--- config.mk ---
export PLATFORM = sky130hd
export DESIGN_NAME = spi_loader
export DESIGN_NICKNAME = d
export VERILOG_FILES = /design/src/rtl/spi_loader.sv
export SDC_FILE = /design/constraint.sdc
export NUM_CORES = 1
export LEC_CHECK = 0
export ABC_AREA = 1
export BUFFER_PORTS_ARGS = -buffer_cell sky130_fd_sc_hd__buf_2
export CORE_ASPECT_RATIO = 0.5
export CORE_MARGIN = 2
export CORE_UTILIZATION = 30
export DETAILED_ROUTE_END_ITERATION = 10
export GPL_ROUTABILITY_DRIVEN = 0
export HOLD_SLACK_MARGIN = 0.05
export PLACE_DENSITY = 0.61
export SYNTH_ARGS = -nofsm -noshare
export SYNTH_HDL_FRONTEND = slang
export SYNTH_SLANG_ARGS = --single-unit
--- constraint.sdc ---
create_clock -name clk -period 1.5 [get_ports clk]
set_input_delay 0.15 -clock clk [delete_from_list [all_inputs] [get_ports clk]]
set_output_delay 0.15 -clock clk [all_outputs]
set_load 0.05 [all_outputs]
--- src/rtl/spi_loader.sv ---
// spi_loader: serial frame deserialiser feeding the icache/dcache write ports.
// Frame = {cmd, addr[ADDR_W-1:0], data[DATA_W-1:0]}, MSB first, one bit per clk.
// Optional dcache readback on miso is built only when SPI_LOADER_READBACK_EN is defined.
module spi_loader #(
  parameter int unsigned ADDR_W  = 4,
  parameter int unsigned DATA_W  = 8,
  parameter int unsigned DMEM_SZ = 15
) (
  input  logic              clk,
  input  logic              rst,
  input  logic              csi_in,
  input  logic              csd_in,
  input  logic              mosi_in,
  output logic              miso_out,
  output logic              icache_wen_out,
  output logic              dcache_wen_out,
  output logic [ADDR_W-1:0] wr_addr_out,
  output logic [DATA_W-1:0] wr_data_out,
  output logic [ADDR_W-1:0] rd_addr_out,
  input  logic [DATA_W-1:0] rd_data_in,
  output logic              loading_out,
  output logic              err_out
);

  localparam int unsigned LastBit = ADDR_W + DATA_W;
  localparam int unsigned CntW    = $clog2(LastBit + 1);

  localparam logic [CntW-1:0]   CntAddrLast  = CntW'(ADDR_W);
  localparam logic [CntW-1:0]   CntFirstData = CntW'(ADDR_W + 1);
  localparam logic [CntW-1:0]   CntLast      = CntW'(LastBit);
  localparam logic [ADDR_W:0]   DmemSz       = (ADDR_W + 1)'(DMEM_SZ);

  typedef enum logic [1:0] {StIdle, StCmd, StAddr, StData} state_t;

  state_t            r_state;
  logic [CntW-1:0]   r_cnt;
  logic              r_cmd;
  logic              r_tgt_d;  // latched target: 1 = dcache, 0 = icache
  logic [DATA_W-2:0] r_data;   // data bits before the last one

  logic              w_sel_one;
  logic              w_sel_both;
  logic              w_sel_own;
  logic [ADDR_W-1:0] w_addr_full;
  logic              w_addr_ok;

  assign w_sel_one   = csi_in ^ csd_in;
  assign w_sel_both  = csi_in & csd_in;
  // The frame's own select alone; anything else mid-frame is an abort.
  assign w_sel_own   = r_tgt_d ? (csd_in & ~csi_in) : (csi_in & ~csd_in);
  assign w_addr_full = {rd_addr_out[ADDR_W-2:0], mosi_in};
  // rd_addr_out holds the complete frame address from the first data bit on.
  assign w_addr_ok   = {1'b0, rd_addr_out} < DmemSz;

  assign loading_out = csi_in | csd_in | (r_state != StIdle) | icache_wen_out | dcache_wen_out;

`ifdef SPI_LOADER_READBACK_EN
  logic [DATA_W-2:0] r_out_sh;
  logic              w_full_ok;
  logic              w_rd_active;

  assign w_full_ok   = {1'b0, w_addr_full} < DmemSz;
  assign w_rd_active = (r_state == StData) && !r_cmd && r_tgt_d && w_addr_ok;

  // First readback bit comes straight from the cache; the rest from the shift register.
  always_comb begin
    miso_out = 1'b0;
    if (w_rd_active) begin
      miso_out = (r_cnt == CntFirstData) ? rd_data_in[DATA_W-1] : r_out_sh[DATA_W-2];
    end
  end

  // Out-shift register: capture on the first data cycle, then shift toward the MSB.
  always_ff @(posedge clk) begin
    if (rst) begin
      r_out_sh <= '0;
    end else if (r_state == StData) begin
      if (r_cnt == CntFirstData) begin
        r_out_sh <= rd_data_in[DATA_W-2:0];
      end else begin
        r_out_sh <= {r_out_sh[DATA_W-3:0], 1'b0};
      end
    end
  end
`else
  logic w_unused_rd;
  assign w_unused_rd = ^rd_data_in;
  assign miso_out    = 1'b0;
`endif

  // Frame FSM: bit counter, shift-in, abort detection and registered write strobes.
  always_ff @(posedge clk) begin
    if (rst) begin
      r_state        <= StIdle;
      r_cnt          <= '0;
      r_cmd          <= 1'b0;
      r_tgt_d        <= 1'b0;
      r_data         <= '0;
      icache_wen_out <= 1'b0;
      dcache_wen_out <= 1'b0;
      wr_addr_out    <= '0;
      wr_data_out    <= '0;
      rd_addr_out    <= '0;
      err_out        <= 1'b0;
    end else begin
      icache_wen_out <= 1'b0;
      dcache_wen_out <= 1'b0;
      unique case (r_state)
        StIdle, StCmd: begin
          if (w_sel_one && (r_state == StIdle || w_sel_own)) begin
            r_cmd   <= mosi_in;
            r_tgt_d <= csd_in;
            r_cnt   <= CntW'(1);
            r_state <= StAddr;
          end else begin
            r_cnt   <= '0;
            r_state <= StIdle;
            // Both selects, or a switch of select between back-to-back frames.
            if (w_sel_both || (r_state == StCmd && w_sel_one)) begin
              err_out <= 1'b1;
            end
          end
        end
        StAddr: begin
          if (!w_sel_own) begin
            r_cnt   <= '0;
            r_state <= StIdle;
            err_out <= 1'b1;
          end else begin
            rd_addr_out <= w_addr_full;
            r_cnt       <= r_cnt + 1'b1;
            if (r_cnt == CntAddrLast) begin
              r_state <= StData;
`ifdef SPI_LOADER_READBACK_EN
              if (!r_cmd && r_tgt_d && !w_full_ok) begin
                err_out <= 1'b1;
              end
`endif
            end
          end
        end
        StData: begin
          if (!w_sel_own) begin
            r_cnt   <= '0;
            r_state <= StIdle;
            err_out <= 1'b1;
          end else if (r_cnt == CntLast) begin
            r_cnt   <= '0;
            r_state <= StCmd;
            if (r_cmd) begin
              if (!r_tgt_d || w_addr_ok) begin
                icache_wen_out <= ~r_tgt_d;
                dcache_wen_out <= r_tgt_d;
                wr_addr_out    <= rd_addr_out;
                wr_data_out    <= {r_data, mosi_in};
              end else begin
                err_out <= 1'b1;
              end
            end
          end else begin
            r_data <= {r_data[DATA_W-3:0], mosi_in};
            r_cnt  <= r_cnt + 1'b1;
          end
        end
        default: r_state <= StIdle;
      endcase
    end
  end

endmodule

==> flow_summary.yaml <==
status:
  status: "finished, final reports clean"
placement:
  portBuffers: 24
  dpl_cell_area_um2: 1720
  hpwl_mm: 2.08
  dp.cells: 303
  place_ws_ps: 30.1
grt:
  grt_usage_pct: 10.5
  grt_pass1_vias: 1104
  grt_use_met2_pct: 18.1
  met1_usage_pct: 12.7
  antenna_found_initial: 0
  overflow: 0
  met3_usage_pct: 3.57
  grt-busiest-layer: "met2"
  grt_max_degree: 27
  grt_pass1_wl_mm: 4.70
clock_network:
  clkTransAtPathRegs_ps: 70
  clock_path_buffers: 2
  htreeDepth: 2
  clock_latency_ps: 290
  cts_tree: "built"
  cts.sinks: 34
  cts_made_buffers: 5
  cts-hold-fix-buffers: 0
  cts_root_buf: "clkbuf_8"
floorplan:
  die_y_um: 54.8
  num_rows: 18
  core_area_um2: 4930
  dieArea_um2: 5780
  fp.dieW_um: 105
  start_util_pct: 31.3
  io_pins: 34
setup_path:
  cp.arrival_ps: 1570
  endpoint_kind: "flop"
  required_ps: 1690
  crit_fanout: 13
  rrSetupSlack_ps: 120
  crit_path_start_kind: "flop"
  critPathKind: "reg -> reg"
detailed_routing:
  final_antenna_net_count: 0
  num_vias: 1332
  drc: 0
  wl_per_cell_um: 10.3
  first_pass_iters: 6
  drt_iter0_drc: 40
  drt_wl_total_mm: 3.26
  vias_per_cell: 4.20
finish:
  final_util_pct: 39.0
  num_antenna_cells: 0
  instances_no_fill: 317
  drive_gt1_share_pct: 21.1
  area_delta_synth_final_pct: 24.5
  final_nets: 265
  design_area_um2: 1920
synthesis:
  avgSynthCellArea_um2: 7.29
  syn-cell-area_um2: 1550
  seq_area_frac_synth_pct: 44.0
  synth_cell_types: 24
  syn_nets: 231
  postSynthCellCount: 212
  synth_seq_cells: 34
  ys_warn_count: 0
sta:
  whs_ps: 99.6
  rsz0062_at_grt: "false"
  fin_crit_ps: 1380
  setup_slack_ps: 116
  setup_violations: 0
  fin_skew_ps: 6.27
  period_share_pct: 92.3
  max_freq_mhz: 722
  hold_viol_final: 0
  finalSetupTns_ps: 0
  finalMaxSlewViolations: 0
power:
  p_total_mw: 1.97
  p_per_area_nw_per_um2: 1030
  p_leak_nw: 1.04
  ir_drop_uv: 341
worst_hold_path:
  hold_class: "in -> reg"
job:
  max-cap-violations: 0
[report_power, final]
group	internal [mW]	total (mW)	switching, mW
sequential	0.924	0.943	0.0184
combinational	0.0599	0.198	0.138
clock	0.497	0.832	0.335
[sequential cells by signal, summed over array words and instances, names as in the netlist]
register and flops:
dcache_wen_out 1, err_out 1, icache_wen_out 1, r_cmd 1, r_cnt 4, r_data 7, r_state 2, r_tgt_d 1
rd_addr_out 4, wr_addr_out 4, wr_data_out 8
[synthesized netlist by cell type]
cell type,instances,area [µm²]
nor2_1,43,161
nand2_1,41,154
dfxtp_1,34,681
inv_1,31,116
o21ai_0,15,75.1
a21oi_1,11,55.1
ha_1,6,75.1
nand3_1,6,30.0
nand2_2,4,25.0
buf_6,3,33.8
nor3_1,3,15.0
nor2_4,2,22.5
nor3b_1,2,15.0
buf_4,1,7.51
clkbuf_1,1,3.75
clkbuf_4,1,7.51
clkinv_1,1,3.75
conb_1,1,3.75
inv_2,1,3.75
nand3_2,1,10.0
nand3b_4,1,20.0
nor2_2,1,6.26
o21bai_2,1,11.3
xnor2_1,1,8.76
[cells in the final DEF, fill, tap and decap left out, types with 2 or more instances in the layout]
cell type | synthesis | routed
buf_2 | 0 | 24
clkbuf_1 | 1 | 2
o21ai_0 | 15 | 15
clkbuf_8 | 0 | 5
inv_1 | 31 | 30
nor2_1 | 43 | 43
inv_2 | 1 | 2
buf_4 | 1 | 7
dfxtp_1 | 34 | 34
nand3_1 | 6 | 6
nor3b_1 | 2 | 2
nand3b_4 | 1 | 3
a21oi_1 | 11 | 11
nor3_1 | 3 | 3
nand2_1 | 41 | 41
nand2_2 | 4 | 4
ha_1 | 6 | 5
nor2_4 | 2 | 3
[final timing paths]
path	to	from	cells past startpoint
setup / recovery	wr_addr_out[1]	r_cnt[1]	7
setup reg to reg	wr_addr_out[1]	r_cnt[1]	7
hold / removal	err_out	rst	2
hold reg to reg	err_out	err_out	2
[critical path: stages, from the launching register on]
cell	delay [ps]
dfxtp_1	330
inv_1	90
ha_4	150
nand3_4	80
nor2_4	240
nand3b_4	200
nor2_1	140
nor2_1	50
[cell type report]
| class | count | area (µm²) |
|---|---|---|
| fillers | 504 | 3010 |
| multi-input cells | 141 | 753 |
| flip-flops and latches | 34 | 681 |
| repair buffers | 31 | 173 |
| inverters | 33 | 124 |
| well taps | 70 | 87.6 |
| clock buffers | 7 | 76.3 |
| clock inverters | 1 | 30.0 |
[cell families (layout without fill, tap and decap cells)]
kind of cell               after synthesis  after routing  synth area share [%]
and+or+nand+nor                        104            106                  29.7
buffers and inverters                   39             72                  11.4
DFF                                     34             34                  44.0
AOI/OAI and AO/OA                       27             27                  9.15
adders and majority gates                6              6                  4.86
other                                    1              1                 0.243
xor gates and xnor gates                 1              1                 0.567
[layer usage]
layer	wire length (µm)	part of all wire [%]
met1	1600	49
met2	1540	47
met3	106	3.3
met4	10	0.31
met5	0	0
[timing repair]
item                                    in CTS  in global routing
hold endpoints to repair                     0                  0
buffers inserted                             0                  4
pin swaps                                    1                  5
endpoints found under the setup margin       1                 17
resized for setup                            0                  7
cloned                                       0                  2
Power figures use the tool's default switching activity.
